===== config.mk =====
export PLATFORM = sky130hd
export DESIGN_NAME = mult_div_unit
export DESIGN_NICKNAME = d
export VERILOG_FILES = /design/src/rtl/mult_div_unit_pkg.sv /design/src/rtl/mult_div_unit.sv
export SDC_FILE = /design/constraint.sdc
export NUM_CORES = 1
export LEC_CHECK = 0
export BUFFER_PORTS_ARGS = -buffer_cell sky130_fd_sc_hd__buf_2
export CORE_MARGIN = 3
export CORE_UTILIZATION = 40
export CTS_CLUSTER_DIAMETER = 100
export DETAILED_ROUTE_END_ITERATION = 12
export PLACE_DENSITY = 0.68
export REMOVE_ABC_BUFFERS = 1
export SLEW_MARGIN = 10
export SYNTH_ARGS = -nofsm -noshare
export SYNTH_HDL_FRONTEND = slang
export SYNTH_SLANG_ARGS = --single-unit
export TNS_END_PERCENT = 50

===== constraint.sdc =====
create_clock -name clk -period 11.7 [get_ports clk]
set_clock_uncertainty 0.1 [all_clocks]
set_input_delay 1.755 -clock clk [delete_from_list [all_inputs] [get_ports clk]]
set_output_delay 1.755 -clock clk [all_outputs]
set_load 0.1 [all_outputs]

===== src/rtl/mult_div_unit_pkg.sv =====
// rtl/mult_div_unit_pkg.sv - shared encodings for the iterative multiply/divide unit
package mult_div_unit_pkg;

    typedef enum logic [1:0] {
        MD_MULTU = 2'b00,
        MD_MULT  = 2'b01,
        MD_DIVU  = 2'b10,
        MD_DIV   = 2'b11
    } md_op_t;

    typedef enum logic [1:0] {
        ST_IDLE = 2'b00,
        ST_CALC = 2'b01,
        ST_DONE = 2'b10
    } md_state_t;

    localparam int ITERATIONS = 32;

endpackage


===== src/rtl/mult_div_unit.sv =====
// rtl/mult_div_unit.sv - 32-iteration shift-add multiplier / restoring divider with HI/LO result registers
module mult_div_unit
    import mult_div_unit_pkg::*;
(
    input  logic        clk,
    input  logic        reset,
    input  logic        Start,
    input  logic [1:0]  MDOperation,
    input  logic [31:0] A,
    input  logic [31:0] B,
    output logic        Busy,
    output logic        Done,
    output logic        DivByZero,
    output logic [31:0] HI,
    output logic [31:0] LO
);

    localparam logic [5:0] LAST_ITER = 6'(ITERATIONS - 1);

    md_state_t   state, state_nxt;
    md_op_t      op_q;
    logic [5:0]  cnt;
    logic        neg_res, neg_rem, b_zero;
    logic [31:0] work_hi, work_lo, work_b;

    md_op_t      op_in;
    logic        in_signed, in_div, a_neg, b_neg;
    logic [31:0] mag_a, mag_b;

    logic        is_div, last_iter;
    logic [32:0] mul_sum, div_shift;
    logic        div_ge;
    logic [31:0] div_diff, step_hi, step_lo;
    logic [63:0] prod_raw, prod_fix;
    logic [31:0] quo_fix, rem_fix;

    // operand conditioning at capture: signed ops work on magnitudes
    always_comb begin
        op_in     = md_op_t'(MDOperation);
        in_signed = (op_in == MD_MULT) || (op_in == MD_DIV);
        in_div    = (op_in == MD_DIVU) || (op_in == MD_DIV);
        a_neg     = in_signed & A[31];
        b_neg     = in_signed & B[31];
        mag_a     = a_neg ? (32'd0 - A) : A;
        mag_b     = b_neg ? (32'd0 - B) : B;
    end

    // one iteration: multiply shifts right through {hi,lo}, divide shifts left
    always_comb begin
        is_div    = (op_q == MD_DIVU) || (op_q == MD_DIV);
        last_iter = (cnt == LAST_ITER);
        mul_sum   = {1'b0, work_hi} + {1'b0, (work_lo[0] ? work_b : 32'd0)};
        div_shift = {work_hi, work_lo[31]};
        div_ge    = div_shift >= {1'b0, work_b};
        div_diff  = div_shift[31:0] - work_b;
        if (is_div) begin
            step_hi = div_ge ? div_diff : div_shift[31:0];
            step_lo = {work_lo[30:0], div_ge};
        end else begin
            step_hi = mul_sum[32:1];
            step_lo = {mul_sum[0], work_lo[31:1]};
        end
        prod_raw = {step_hi, step_lo};
        prod_fix = neg_res ? (64'd0 - prod_raw) : prod_raw;
        quo_fix  = b_zero ? 32'hFFFF_FFFF : (neg_res ? (32'd0 - step_lo) : step_lo);
        rem_fix  = neg_rem ? (32'd0 - step_hi) : step_hi;
    end

    always_ff @(posedge clk or negedge reset) begin
        if (!reset) begin
            state <= ST_IDLE;
        end else begin
            state <= state_nxt;
        end
    end

    always_comb begin
        state_nxt = state;
        Busy      = 1'b0;
        Done      = 1'b0;
        DivByZero = 1'b0;
        case (state)
            ST_IDLE: begin
                if (Start) state_nxt = ST_CALC;
            end
            ST_CALC: begin
                Busy = 1'b1;
                if (last_iter) state_nxt = ST_DONE;
            end
            ST_DONE: begin
                Done      = 1'b1;
                DivByZero = b_zero;
                state_nxt = ST_IDLE;
            end
            default: state_nxt = ST_IDLE;
        endcase
    end

    always_ff @(posedge clk or negedge reset) begin
        if (!reset) begin
            op_q    <= MD_MULTU;
            cnt     <= 6'd0;
            neg_res <= 1'b0;
            neg_rem <= 1'b0;
            b_zero  <= 1'b0;
            work_hi <= 32'd0;
            work_lo <= 32'd0;
            work_b  <= 32'd0;
            HI      <= 32'd0;
            LO      <= 32'd0;
        end else begin
            case (state)
                ST_IDLE: begin
                    if (Start) begin
                        op_q    <= op_in;
                        cnt     <= 6'd0;
                        neg_res <= a_neg ^ b_neg;
                        neg_rem <= a_neg;
                        b_zero  <= in_div && (B == 32'd0);
                        work_hi <= 32'd0;
                        work_lo <= in_div ? mag_a : mag_b;
                        work_b  <= in_div ? mag_b : mag_a;
                    end
                end
                ST_CALC: begin
                    cnt     <= cnt + 6'd1;
                    work_hi <= step_hi;
                    work_lo <= step_lo;
                    if (last_iter) begin
                        HI <= is_div ? rem_fix : prod_fix[63:32];
                        LO <= is_div ? quo_fix : prod_fix[31:0];
                    end
                end
                default: ;
            endcase
        end
    end

endmodule


; Yosys cells after proc, flatten, opt, wreduce, memory -nomap -nowiden
; Cells that the tools add are included.
[totals]
ff_bits = 173
input_bits = 69
word_cells = 70
[op_classes]
n_addsub = 8
magnitude_cmp = 1
n_eq_ne = 10
mux = 26
bitwise = 3
reduce_logical = 11
[ops]
columns = cell, n
row1 = 2-to-1 mux 32 bit, 15
row2 = one-hot mux 32 bit (2 select lines), 2
row3 = "subtractor 1 x 32 -> 32 bit, first input constant", 4
row4 = 2-to-1 mux 64 bit, 1
row5 = "subtractor 1 x 64 -> 64 bit, first input constant", 1
row6 = adder 32 x 32 -> 33 bit, 1
row7 = >= comparator 33 x 32 -> 1 bit, 1
row8 = zero test 32 bit, 1
row9 = subtractor 32 bit, 1
row10 = one-hot mux 6 bit (2 select lines), 1
row11 = "== test 2 bit, second input constant", 5
row12 = AND reduction 2 bit, 4
row13 = "adder 6 x 1 -> 6 bit, second input constant", 1
row14 = "== test 6 x 5 -> 1 bit, second input constant", 1
row15 = 2-to-1 mux 6 bit, 1
row16 = "== test 2 x 1 -> 1 bit, second input constant", 2
row17 = 2-to-1 mux 2 bit, 2
row18 = "!= test 2 bit, second input constant", 2
row19 = one-hot mux 2 bit (2 select lines), 1
row20 = logical OR 1 bit, 3
row21 = 2-to-1 mux 1 bit, 3
row22 = AND 1 bit, 2
row23 = zero test 2 bit, 1
row24 = nonzero test 2 bit, 1
row25 = 2 further kinds, 2

; Logic depth before layout (Yosys ltp)
[depth]
ltp_word = 7
ltp_mapped = 22
depth_no_buf = 19

; Worst setup path before layout
; Ideal clock, no wire load.
[synth_path]
path_type = register to register
from = register work_hi[9]
to = register HI[24]
setup_ns = 0.123
t_arrival_ns = 4.582
path_slack_ns = 6.895
path_stages_with_launch = 21
path_buffers = 2
period_less_slack_ns = 4.805
cell_sequence = dfrtp_1 -> ha_1 -> buf_2 -> a21oi_1 -> o21ai_2 -> a221oi_2 -> a2111o_2 -> buf_2 -> a31o_2 -> ha_1 -> o21ai_0 -> or3_1 -> nor2_1 -> nand4_1 -> nor2_1 -> nand2_1 -> a21o_1 -> a2111o_1 -> a2111oi_2 -> mux2i_1 -> nand2_1
[synth_between]
elab_chain_cells = 6
[synth_rtl]
columns = item, line
row1 = start: declaration, mult_div_unit.sv:24  ; logic [31:0] work_hi, work_lo, work_b;
row2 = start signal: assignment, mult_div_unit.sv:127  ; work_hi <= step_hi;
row3 = subtractor 32 bit or >= comparator 33 x 32 -> 1 bit (tied branches), "mult_div_unit.sv:55, mult_div_unit.sv:54"
row4 = 2-to-1 mux 32 bit, mult_div_unit.sv:57  ; step_hi = div_ge ? div_diff : div_shift[31:0];
row5 = 2-to-1 mux 32 bit, mult_div_unit.sv:56  ; if (is_div) begin
row6 = subtractor 1 x 64 -> 64 bit or subtractor 1 x 32 -> 32 bit (tied branches), "mult_div_unit.sv:64, mult_div_unit.sv:66"
row7 = 2-to-1 mux 64 bit or 2-to-1 mux 32 bit (tied branches), "mult_div_unit.sv:64, mult_div_unit.sv:66"
row8 = 2-to-1 mux 32 bit (*), mult_div_unit.sv:130  ; HI <= is_div ? rem_fix : prod_fix[63:32];
row9 = end signal: assignment, mult_div_unit.sv:130
row10 = end: declaration, mult_div_unit.sv:14  ; output logic [31:0] HI,
; Every way passes the cells marked *; elsewhere a longest branch is shown, timed or not.
; A chain may end at the register's enable or synchronous reset.

; Final worst setup path
[layout_path]
from = register work_hi[11]
to = register HI[22]
; Same word-level chain as after synthesis.

==> impl_metrics.py <==
metrics = {
    "timing": {
        "tightest_slew_ns": 1.39,
        "fin_ws_ns": 5.73,
        "timing.final.crit_share": 0.511,
        "rsz0062_at_grt": "no",
        "fmax_ghz": 0.167,
        "setup_viol": 0,
        "finalHoldViolations": 0,
        "maxSlewViolCount": 0,
        "timing.hold.ws_ns": 0.379,
        "setup_tns_ns": 0,
        "max_slew_margin": 0.0734,
        "fin_crit_ns": 5.97,
    },
    "route": {
        "num_vias": 16800,
        "wl_mm": 60.2,
        "viasPerCell": 6.30,
        "route.detailed.drc": 0,
        "firstDrtPassIters": 6,
        "wl_per_cell_microns": 22.6,
        "drt_iter0_markers": 1941,
        "drtAntennaViolNets": 0,
    },
    "final_layout": {
        "utilization": 0.455,
        "stdcell_area_sq_mm": 0.0178,
        "fin_cells": 2669,
        "area.growth.synth_to_final_pct": 11.3,
        "drive_gt1_frac": 0.117,
        "n_antenna_cell": 0,
        "fin_nets": 2278,
    },
    "setup_path": {
        "crit_end": "HI[22]",
        "crit_arrival_ns": 6.25,
        "path_max_fanout": 16,
        "r2r_end": "HI[22]",
        "crit_start": "work_hi[11]",
        "endpoint_kind": "register",
        "r2r_start": "work_hi[11]",
        "cp-start-kind": "register",
        "r2r_cells": 17,
        "critPathKind": "register to register",
        "rrSetupSlack_ns": 5.73,
        "crit_required_ns": 11.98,
    },
    "logic_synthesis": {
        "synth_top_family_by_area": "compound AO/OA/AOI/OAI gates",
        "synth_compound_area_frac": 0.281,
        "ys_seq_area_frac": 0.269,
        "synth_adder_area_share": 0.0565,
        "yosys.area_share.simple": 0.230,
        "synthCells": 2077,
        "async_flop_share": 1.00,
        "synthMuxAreaShare": 0.0339,
        "synth_edf_count": 0,
        "synthesis.area_sq_mm": 0.0160,
        "ys_types": 100,
        "avgSynthCellArea_sq_um": 7.70,
        "synthXorXnorAreaFrac": 0.0827,
        "ys_warn_count": 0,
        "synth_seq_cells": 172,
        "ys.flop_type": "dfrtp_1",
    },
    "pwr": {
        "p_leak_nw": 7.46,
        "peakVddDrop_mv": 0.126,
        "power_mw": 6.15,
        "intPower_mw": 2.75,
        "p_sw_frac": 0.553,
        "p_clk_frac": 0.116,
        "combPwrFrac": 0.720,
        "seqPwrFrac": 0.163,
        "switching_power_mw": 3.40,
        "power_density_mw_per_mm2": 345,
    },
    "clocking": {
        "cts_setup_buffers": 0,
        "cts_tree": "done",
        "path_clk_slew_ns": 0.07,
        "cts_buffers": 17,
        "ctsHtreeMaxLevel": 4,
        "cts_root_buf": "clkbuf_16",
        "ctsHoldBuffers": 0,
        "cts.path.max_buffers": 2,
        "clk-insertion-delay-late_ns": 0.46,
        "cts_num_sinks": 172,
        "cts_resized": 0,
    },
    "grt": {
        "grt_overflow_total": 0,
        "grt_start_max_net_pins": 107,
        "antenna_found_initial": 1,
        "grt_pass1_vias": 16000,
        "grt_util_all_layers": 0.281,
        "grt_first_pass_wirelength_mm": 92.9,
    },
    "floorplanning": {
        "die_height_microns": 206,
        "fp.dieW_microns": 206,
        "io_pins": 136,
        "start_util": 0.409,
        "die_area_sq_mm": 0.0424,
        "fp-row-count": 72,
        "coreArea_sq_mm": 0.0391,
    },
    "worst_hold_path": {
        "worstHoldStart": "HI[9]",
        "hp-class": "register to register",
    },
    "placement": {
        "pre_cts_slack_ns": 5.93,
        "placed_cells": 2637,
        "gp_congestion": 0.997,
        "portBuffers": 135,
        "dp_hpwl_mm": 45.2,
        "dpl_cell_area_sq_mm": 0.0171,
    },
    "run": {
        "drv_cap": 0,
    },
    "status": {
        "status": "finished, final reports clean",
    },
}
==> registers in the layout, summed over array words and instances (netlist names) <==
name and count:
HI 32, LO 32, b_zero 1, cnt 6
neg_rem 1, neg_res 1, op_q 1, state 2
work_b 32, work_hi 32, work_lo 32
==> layer usage <==
layer | track usage | up-vias | wire length, microns
met5 | 0 | - | 0
met4 | 0.128 | 0 | 2970
met3 | 0.0506 | 138 | 5180
met2 | 0.429 | 887 | 26100
met1 | 0.386 | 8060 | 26000
li1 | - | 7743 | -
==> critical path, cell delays in order, from the launching register on <==
cell	delay (ns)
dfrtp_1	0.42
ha_1	0.49
a21oi_4	0.26
o21ai_2	0.10
a221oi_2	0.55
a2111o_2	0.53
a31o_2	0.30
ha_1	0.21
o21ai_0	0.14
or3_1	0.40
nor2_1	0.18
nand4_1	0.43
nor4_1	0.31
o21ai_0	0.28
o21ai_0	0.68
a21oi_1	0.17
xor2_1	0.18
o21ai_0	0.14
==> cells by family after synthesis <==
kind of cell	count (synthesis)
and+or+nand+nor	763
AOI/OAI and AO/OA	677
buffers and inverters	190
DFF	172
xor gates and xnor gates	151
adders and majority gates	71
muxes	53
==> final cells by class <==
| cell class | instances | area, sq um |
|---|---|---|
| fillers | 3970 | 21300 |
| clock inverters | 14 | 288 |
| multi-input cells | 1715 | 11000 |
| flip-flops and latches | 172 | 4310 |
| well taps | 518 | 648 |
| repair buffers | 167 | 925 |
| inverters | 65 | 244 |
| clock buffers | 18 | 429 |
==> how the worst min path moves through the flow <==
stage,to,depth (start not counted)
after floorplan,cnt[5],1
after global placement,HI[9],2
after detailed placement,HI[9],2
after CTS,HI[9],2
after global routing,HI[0],2
final,HI[9],2
==> power groups by stage <==
| stage | sequential [mW] | combinational (mW) | clock [mW] |
|---|---|---|---|
| 6_report | 1.00 | 4.43 | 0.716 |
| 5_1_grt | 1.02 | 4.77 | 0.747 |
| 4_1_cts | 0.992 | 4.31 | 0.725 |
| 3_5_place_dp | 1.00 | 4.28 | 0 |
| 3_3_place_gp | 0.993 | 4.25 | 0 |
| 2_1_floorplan | 1.03 | 2.88 | 0 |
==> cell usage in the layout (no fill, tap or decap), drive strengths merged, types with 16 or more instances in the layout <==
| master | n |
|---|---|
| nand2 | 259 |
| o21ai | 184 |
| dfrtp | 172 |
| nor2 | 167 |
| a21oi | 166 |
| buf | 166 |
| xnor2 | 88 |
| nand3 | 80 |
| ha | 69 |
| inv | 66 |
| xor2 | 63 |
| and2 | 52 |
| nor3 | 50 |
| o211ai | 47 |
| mux2i | 44 |
| o22a | 32 |
| o221ai | 29 |
| nand4 | 27 |
| a31oi | 24 |
| a21o | 22 |
| nor4 | 22 |
| clkbuf | 19 |
| a211oi | 18 |
| o31ai | 16 |
==> cells in the mapped netlist, types with 10 or more instances <==
master | instances | share of area
a21o_1 | 22 | 0.010
nand2_1 | 257 | 0.060
a31oi_1 | 24 | 0.0094
o41ai_1 | 11 | 0.0060
nand3_1 | 79 | 0.025
and2_1 | 52 | 0.020
a211oi_1 | 17 | 0.0080
o221ai_1 | 28 | 0.015
clkbuf_1 | 99 | 0.023
inv_1 | 63 | 0.015
nor4_1 | 21 | 0.0082
mux2i_1 | 44 | 0.028
xor2_1 | 63 | 0.035
nor2b_1 | 14 | 0.0055
o22a_1 | 32 | 0.018
nor3_1 | 49 | 0.015
and3_1 | 13 | 0.0051
o31ai_1 | 16 | 0.0075
dfrtp_1 | 172 | 0.27
nor2_1 | 167 | 0.039
o22ai_1 | 10 | 0.0039
xnor2_1 | 88 | 0.048
buf_2 | 13 | 0.0041
nand2b_1 | 14 | 0.0055
nand4_1 | 27 | 0.011
o21ai_0 | 176 | 0.055
a22oi_1 | 15 | 0.0070
o211ai_1 | 45 | 0.021
buf_1 | 11 | 0.0026
or3_1 | 14 | 0.0055
o21a_1 | 15 | 0.0070
ha_1 | 69 | 0.054
a21oi_1 | 164 | 0.051
(Power assumes the default switching activity.)
